File: src/rtl/led_bound_monitor.sv
// Receive-side decoder for the thermometer-coded bound flasher LED bus.
// Tracks level, direction, turnarounds and completed cycles; flags bad patterns.
module led_bound_monitor #(
    parameter int N_LED = 16,
    parameter int LVL_W = 5,
    parameter int CNT_W = 8
) (
    input  logic             clk,
    input  logic             rst_n,
    input  logic [N_LED-1:0] led,
    input  logic             clr,
    output logic [LVL_W-1:0] level,
    output logic [1:0]       dir,
    output logic             ext_valid,
    output logic             ext_is_peak,
    output logic [LVL_W-1:0] ext_level,
    output logic [CNT_W-1:0] cycle_cnt,
    output logic             err,
    output logic [1:0]       err_code
);

    typedef enum logic [1:0] {
        IDLE    = 2'b00,
        RISING  = 2'b01,
        FALLING = 2'b10
    } state_t;

    localparam logic [1:0] DIR_HOLD = 2'b00;
    localparam logic [1:0] DIR_UP   = 2'b01;
    localparam logic [1:0] DIR_DN   = 2'b10;
    localparam logic [1:0] E_NONE   = 2'b00;
    localparam logic [1:0] E_THERM  = 2'b01;
    localparam logic [1:0] E_STEP   = 2'b10;

    localparam logic [N_LED:0] ONE_M = {{N_LED{1'b0}}, 1'b1};
    localparam logic [LVL_W:0] ONE_L = {{LVL_W{1'b0}}, 1'b1};
    localparam logic [CNT_W-1:0] ONE_C = {{(CNT_W-1){1'b0}}, 1'b1};

    state_t           state_q, state_d;
    logic [LVL_W-1:0] level_q, level_d;
    logic [1:0]       dir_q, dir_d;
    logic             ev_q, ev_d;
    logic             pk_q, pk_d;
    logic [LVL_W-1:0] el_q, el_d;
    logic [CNT_W-1:0] cnt_q, cnt_d;
    logic             err_q, err_d;
    logic [1:0]       code_q, code_d;

    logic [LVL_W-1:0] d;
    logic [N_LED:0]   mask;
    logic             thermo;
    logic             up;
    logic             dn;
    logic             big;
    logic             inc;
    logic             e_nt;
    logic             e_step;
    logic             err_b;
    logic [1:0]       code_b;

    always_comb begin
        d = '0;
        for (int i = 0; i < N_LED; i++) begin
            d = d + LVL_W'(led[i]);
        end
        mask   = (ONE_M << d) - ONE_M;
        thermo = (led == mask[N_LED-1:0]);
        up     = d > level_q;
        dn     = d < level_q;
        big    = ({1'b0, d} > ({1'b0, level_q} + ONE_L)) ||
                 ({1'b0, level_q} > ({1'b0, d} + ONE_L));
    end

    always_comb begin
        state_d = state_q;
        level_d = level_q;
        dir_d   = dir_q;
        ev_d    = 1'b0;
        pk_d    = pk_q;
        el_d    = el_q;
        inc     = 1'b0;
        e_nt    = 1'b0;
        e_step  = 1'b0;

        if (!thermo) begin
            e_nt = 1'b1;
        end else if (big) begin
            level_d = d;
            dir_d   = DIR_HOLD;
            e_step  = 1'b1;
            if (d == '0) begin
                state_d = IDLE;
            end
        end else begin
            level_d = d;
            dir_d   = up ? DIR_UP : (dn ? DIR_DN : DIR_HOLD);
            unique case (state_q)
                IDLE: begin
                    if (up) state_d = RISING;
                end
                RISING: begin
                    if (dn) begin
                        state_d = FALLING;
                        ev_d    = 1'b1;
                        pk_d    = 1'b1;
                        el_d    = level_q;
                        if (d == '0) begin
                            state_d = IDLE;
                            inc     = 1'b1;
                        end
                    end
                end
                FALLING: begin
                    if (up) begin
                        state_d = RISING;
                        ev_d    = 1'b1;
                        pk_d    = 1'b0;
                        el_d    = level_q;
                    end else if (dn && d == '0) begin
                        state_d = IDLE;
                        inc     = 1'b1;
                    end
                end
                default: state_d = IDLE;
            endcase
        end
    end

    // clr applies first so an error detected in the same cycle is kept
    always_comb begin
        err_b  = clr ? 1'b0 : err_q;
        code_b = clr ? E_NONE : code_q;
        err_d  = err_b | e_nt | e_step;
        code_d = code_b;
        if (!err_b) begin
            if (e_nt) begin
                code_d = E_THERM;
            end else if (e_step) begin
                code_d = E_STEP;
            end
        end
        if (clr) begin
            cnt_d = '0;
        end else if (inc && cnt_q != '1) begin
            cnt_d = cnt_q + ONE_C;
        end else begin
            cnt_d = cnt_q;
        end
    end

    always_ff @(posedge clk or negedge rst_n) begin
        if (!rst_n) begin
            state_q <= IDLE;
            level_q <= '0;
            dir_q   <= DIR_HOLD;
            ev_q    <= 1'b0;
            pk_q    <= 1'b0;
            el_q    <= '0;
            cnt_q   <= '0;
            err_q   <= 1'b0;
            code_q  <= E_NONE;
        end else begin
            state_q <= state_d;
            level_q <= level_d;
            dir_q   <= dir_d;
            ev_q    <= ev_d;
            pk_q    <= pk_d;
            el_q    <= el_d;
            cnt_q   <= cnt_d;
            err_q   <= err_d;
            code_q  <= code_d;
        end
    end

    assign level       = level_q;
    assign dir         = dir_q;
    assign ext_valid   = ev_q;
    assign ext_is_peak = pk_q;
    assign ext_level   = el_q;
    assign cycle_cnt   = cnt_q;
    assign err         = err_q;
    assign err_code    = code_q;

endmodule
File: config.mk
export PLATFORM = sky130hd
export DESIGN_NAME = led_bound_monitor
export DESIGN_NICKNAME = d
export VERILOG_FILES = /design/src/rtl/led_bound_monitor.sv
export SDC_FILE = /design/constraint.sdc
export NUM_CORES = 1
export LEC_CHECK = 0
export CORE_MARGIN = 2
export CORE_UTILIZATION = 50
export CTS_CLUSTER_SIZE = 10
export DETAILED_ROUTE_END_ITERATION = 10
export PLACE_DENSITY = 0.82
export SLEW_MARGIN = 20
export SYNTH_ARGS = -nofsm -noshare
export SYNTH_HDL_FRONTEND = slang
export SYNTH_SLANG_ARGS = --single-unit
File: constraint.sdc
create_clock -name clk -period 2.91 [get_ports clk]
set_input_delay 0.7275 -clock clk [delete_from_list [all_inputs] [get_ports clk]]
set_output_delay 0.7275 -clock clk [all_outputs]
set_load 0.005 [all_outputs]
* After elaboration in Yosys (flattened, before gate mapping)
Cells that the tools add are included.
Word-level totals: flip-flop bits (word level) 27, bits of input ports 19, output and inout bits 25, logic and storage cells 94
Operators by class: $add $sub $neg 19, magnitude comparators 4, eq/ne operators 10, shift operators 1, muxes and demuxes 39, bitwise logic cells 3, reduce and logical (&&, ||, !) cells 9
Operator list (number):
- adder 5 x 1 -> 5 bit | 11
- two-way mux 2 bit | 14
- == test 16 bit | 1
- two-way mux 1 bit | 16
- two-way mux 8 bit | 2
- left shift 1 x 5 -> 16 bit, first input constant | 1
- subtractor 16 x 1 -> 16 bit, second input constant | 1
- adder 5 x 1 -> 6 bit, second input constant | 2
- > comparator 5 x 6 -> 1 bit | 2
- two-way mux 5 bit | 2
- case mux 5 bit (2 select lines) | 1
- AND reduction 5 bit | 2
- adder 8 x 1 -> 8 bit, second input constant | 1
- != test 8 bit, second input constant | 1
- != test 3 bit, second input constant | 2
- case mux 1 bit (2 select lines) | 3
- case mux 2 bit (3 select lines) | 1
- adder 4 x 1 -> 5 bit | 1
- > comparator 5 bit | 1
- zero test 5 bit | 1
- less-than comparator 5 bit | 1
- adder 3 x 1 -> 4 bit | 1
- != test 2 bit, second input constant | 2
- != test 4 bit, second input constant | 1
- other kinds (11) | 14

* Longest topological paths before layout
depth in word-level cells 25, gate-level depth with buffers 28, gate-level depth less buffers 24

* Least setup slack after synthesis
Ideal clock, no wire load.
kind input -> register, from input led[0], to register dir_q[0], in the netlist dir[0], library setup time 0.118 ns, arrival time 6.878 ns, data required time 2.792 ns, path slack -4.086 ns, cell stages on the path 24, path buffers 2, cells stage by stage inv_1 > fa_1 > fa_1 > fa_1 > fa_1 > inv_1 > ha_1 > fa_1 > inv_1 > ha_1 > clkbuf_1 > o21ai_0 > a21oi_1 > inv_1 > ha_1 > clkbuf_1 > inv_1 > o22a_1 > mux2i_1 > nor2_1 > or4b_1 > or4_4 > or3_1 > a21o_1
On the way: word-level cells in the longest chain between the ends 19, elaborated cells on any way between the ends 25, classes of those cells 17 x add/sub; 3 x order compare; 1 x eq/ne; 1 x shift; 2 x mux; 1 x reduce/logical
Ends and longest elaborated chain:
- from (decl) | line 10 | input logic [N_LED-1:0] led,
- adder 1 x 1 -> 2 bit * | line 64 | d = d + LVL_W'(led[i]);
- adder 2 x 1 -> 3 bit * | line 64
- adder 3 x 1 -> 4 bit * | line 64
- adder 4 x 1 -> 5 bit * | line 64
- adder 5 x 1 -> 5 bit * (11 in series) | line 64
- via d[1] | line 49 | logic [LVL_W-1:0] d;
- adder 5 x 1 -> 6 bit | line 71 | ({1'b0, level_q} > ({1'b0, d} + ONE_L));
- > comparator 5 x 6 -> 1 bit | line 71
- logical OR 1 bit | line 70 | big = ({1'b0, d} > ({1'b0, level_q} + ONE_L)) ||
- two-way mux 2 bit | line 87 | end else if (big) begin
- to (signal assigned) | line 165 | dir_q <= dir_d;
- to (decl) | line 41 | logic [1:0] dir_q, dir_d;
The timed path passes the listed nets; every way through them passes the cells marked *. A chain may end at the register's enable or synchronous reset.

* Worst setup path after layout
from input led[15], to register cnt_q[0], in the netlist cycle_cnt[0]
On the way: word-level cells in the longest chain between the ends 10, elaborated cells on any way between the ends 21, classes of those cells 3 x add/sub; 4 x order compare; 1 x eq/ne; 1 x shift; 7 x mux; 5 x reduce/logical
Ends and longest elaborated chain:
- adder 5 x 1 -> 5 bit * | line 64
- via d[1] | line 49
- parallel branches: the longest is 6 deep, another holds subtractor 16 x 1 -> 16 bit
- two-way mux 1 bit * | line 85 | if (!thermo) begin
- logical AND 1 bit * | line 144 | end else if (inc && cnt_q != '1) begin
- nonzero test 2 bit (no source line) *
- to (signal assigned) | line 169 | cnt_q <= cnt_d;
- to (decl) | line 45 | logic [CNT_W-1:0] cnt_q, cnt_d;
Mark *: on every way through the listed nets, which the timed path passes.

==> flow_metrics.env <==
export IMPL_multi_input_area_sq_um=3143
export IMPL_dieArea_sq_um=8148
export IMPL_grt_pass1_vias=4695
export IMPL_synthMostInstantiatedCell="inv_1"
export IMPL_period_minus_slack_ns=6.551
export IMPL_vias=4604
export IMPL_synth_common_cells="inv_1, o21ai_0, ha_1, dfrtp_1, nor2_1"
export IMPL_die_x_um=90.27
export IMPL_final_max_slew_viol_count=0
export IMPL_fillers=456
export IMPL_root_buffer="clkbuf_8"
export IMPL_antenna_found_initial=0
export IMPL_syn_nets=515
export IMPL_final_cell_area_sq_um=5881
export IMPL_seqCellArea_sq_um=675.6
export IMPL_syn_area_sq_um=3721
export IMPL_synth_top_area_cell="dfrtp_1"
export IMPL_num_antenna_cells=0
export IMPL_end_kind="flop"
export IMPL_timing_fmax_mhz=152.7
export IMPL_finalNetCount=714
export IMPL_vias_per_cell=6.122
export IMPL_clk_pin_slew_ns=0.09
export IMPL_clock_path_buffers=2
export IMPL_synth_area_top_cells="dfrtp_1, ha_1, fa_1"
export IMPL_insertion_delay_ns=0.28
export IMPL_failed_checks="setup timing"
export IMPL_startpoint_type="input port"
export IMPL_grt_max_degree=28
export IMPL_areaGrowthSynthToFinish_pct=58.04
export IMPL_relSlewSlack=0.6146
export IMPL_avgSynthCellArea_sq_um=8.178
export IMPL_wl_um=14130
export IMPL_placed_cell_area_sq_um=5354
export IMPL_drt_iter0_drc=334
export IMPL_grt_usage=0.3445
export IMPL_synthArstFlopShare=1.000
export IMPL_drc_errors=0
export IMPL_syn_inst=455
export IMPL_synth_enable_flop_cells=0
export IMPL_core_area_sq_um=7214
export IMPL_seq_area_frac_synth=0.1816
export IMPL_rsz0062_at_grt="yes"
export IMPL_period_share=2.251
export IMPL_wire_per_inst_um=18.79
export IMPL_critPathKind="in -> reg"
export IMPL_cp_max_fo=5
export IMPL_yosysTopAreaCellShare=0.1816
export IMPL_grt_overflow_total=0
export IMPL_cts_tree="built"
export IMPL_maxCapViolCount=0
export IMPL_crit_arrival_ns=6.76
export IMPL_cts_sinks=27
export IMPL_ys_flop_type="dfrtp_1"
export IMPL_die_y_um=90.27
export IMPL_yosysWarnings=0
export IMPL_drtAntennaViolNets=0
export IMPL_holdBufCountCts=0
export IMPL_layout_drive_gt1_share=0.4135
export IMPL_grt_pass1_wl_um=22840
export IMPL_worstPathRequired_ns=3.12
export IMPL_outcome="finished, violations left"
export IMPL_gp_congestion=1.017
export IMPL_ios=44
export IMPL_dp_slack_ns=-4.429
export IMPL_initial_core_util=0.5158
export IMPL_portBuffers=43
export IMPL_setup_viol=27
export IMPL_fin_skew_ns=0.006330
export IMPL_synth_cell_types=82
export IMPL_cts_buffers=3
export IMPL_hold_viol=0
export IMPL_hold_path_class="reg -> reg"
export IMPL_layout_setup_ws_ns=-3.641
export IMPL_dr_pass1_iters=5
export IMPL_cts_max_level=1
export IMPL_worstMarginPinSlew_ns=0.5721
export IMPL_synth_seq_cells=27
export IMPL_rows=31
export IMPL_dpl_hpwl_um=10980
-- cell families (layout without fill, tap and decap cells) --
family,Yosys count,after routing,synth area share
AND/OR/NAND/NOR,156,156,0.2519
AO/OA/AOI/OAI,135,135,0.2519
buffers and inverters,67,265,0.07734
adder cells (fa/ha/maj),42,42,0.1611
flip-flops,27,27,0.1816
XOR/XNOR,15,15,0.03900
multiplexers,13,13,0.03732
-- sequential cells by signal, summed over array words and instances, names as in the netlist --
| name | count |
|---|---|
| cycle_cnt | 8 |
| dir | 2 |
| err | 1 |
| err_code | 2 |
| ext_is_peak | 1 |
| ext_level | 5 |
| ext_valid | 1 |
| level | 5 |
| state_q | 2 |
-- per-stage QoR --
| stage | utilization | instances | hold slack, ns | TNS, ns |
|---|---|---|---|---|
| 5_1_grt | 0.8151 | 752 | 0.5348 | -97.10 |
| 3_5_place_dp | 0.7421 | 722 | 0.4841 | -115.75 |
| 2_1_floorplan | - | 455 | 0.4319 | -90.94 |
| 4_1_cts | 0.7974 | 748 | 0.5046 | -91.45 |
| 6_report | 0.8151 | 752 | 0.5111 | -92.19 |
| 3_3_place_gp | 0.7421 | 722 | 0.4796 | -112.80 |
-- critical path, stage by stage --
cell and delay [ns]:
buf_6 0.10, fa_1 0.54, inv_1 0.05, fa_1 0.47, fa_1 0.54, fa_1 0.52
inv_2 0.04, ha_4 0.16, fa_2 0.50, buf_4 0.20, ha_4 0.18, buf_4 0.16
nor2_2 0.14, mux2i_1 0.16, o22a_1 0.25, buf_6 0.13, mux2i_1 0.15, nor2_1 0.08
or4b_4 0.54, or4_4 0.50, buf_6 0.14, or3_4 0.32, a21oi_2 0.16
-- path summary, 6_finish.rpt --
path	startpoint	slack (ns)	depth (start not counted)	endpoint
worst max-delay path	led[15]	-3.64	23	cycle_cnt[0]
max in group asynchronous	rst_n	1.83	2	ext_is_peak
worst max register to register	level[1]	-0.23	10	cycle_cnt[0]
worst min-delay path	dir[1]	0.51	1	dir[1]
min in group asynchronous	rst_n	0.82	2	ext_valid
worst min register to register	dir[1]	0.51	1	dir[1]
-- layer usage --
layer  share of wire  up-vias  GRT usage
met5               0        -          0
met4           0.053        0     0.2077
met3           0.067       64    0.03506
met2            0.49      266     0.6021
met1            0.39     2176     0.4077
li1                -     2098          -
-- area by class of cell --
class | instances | share of cell area
clock buffer | 4 | 0.007660
inverter | 48 | 0.03064
multi-input combinational | 361 | 0.5345
sequential | 27 | 0.1149
tap | 99 | 0.02106
timing repair buffer | 213 | 0.2913
-- cell usage in the layout, fill, tap and decap left out, types with 5 or more instances in the layout --
master / count
buf_6: 7
o31ai_1: 5
and3_1: 6
nor3_1: 11
o21ai_0: 28
buf_2: 7
xnor2_1: 10
mux2_4: 6
nor4_1: 6
or3_1: 7
a21oi_1: 17
nor2_1: 20
mux2i_1: 6
nand4_1: 9
clkdlybuf4s50_1: 34
inv_2: 13
nand2_1: 19
nand2b_1: 8
buf_4: 163
a21o_1: 6
o21a_1: 5
nand3_1: 16
ha_1: 24
ha_4: 7
fa_1: 9
inv_1: 35
dfrtp_1: 27
and2_1: 5
-- timing repair --
action / CTS / global route
gates cloned: 0 / 0
setup endpoints to repair: 27 / 27
setup buffers: 22 / 4
pin swaps: 28 / 12
resized for setup: 92 / 16
Power is left out: the tool's default activity adds up to more than one toggle a clock period on the data nets, which glitch-free logic cannot reach.
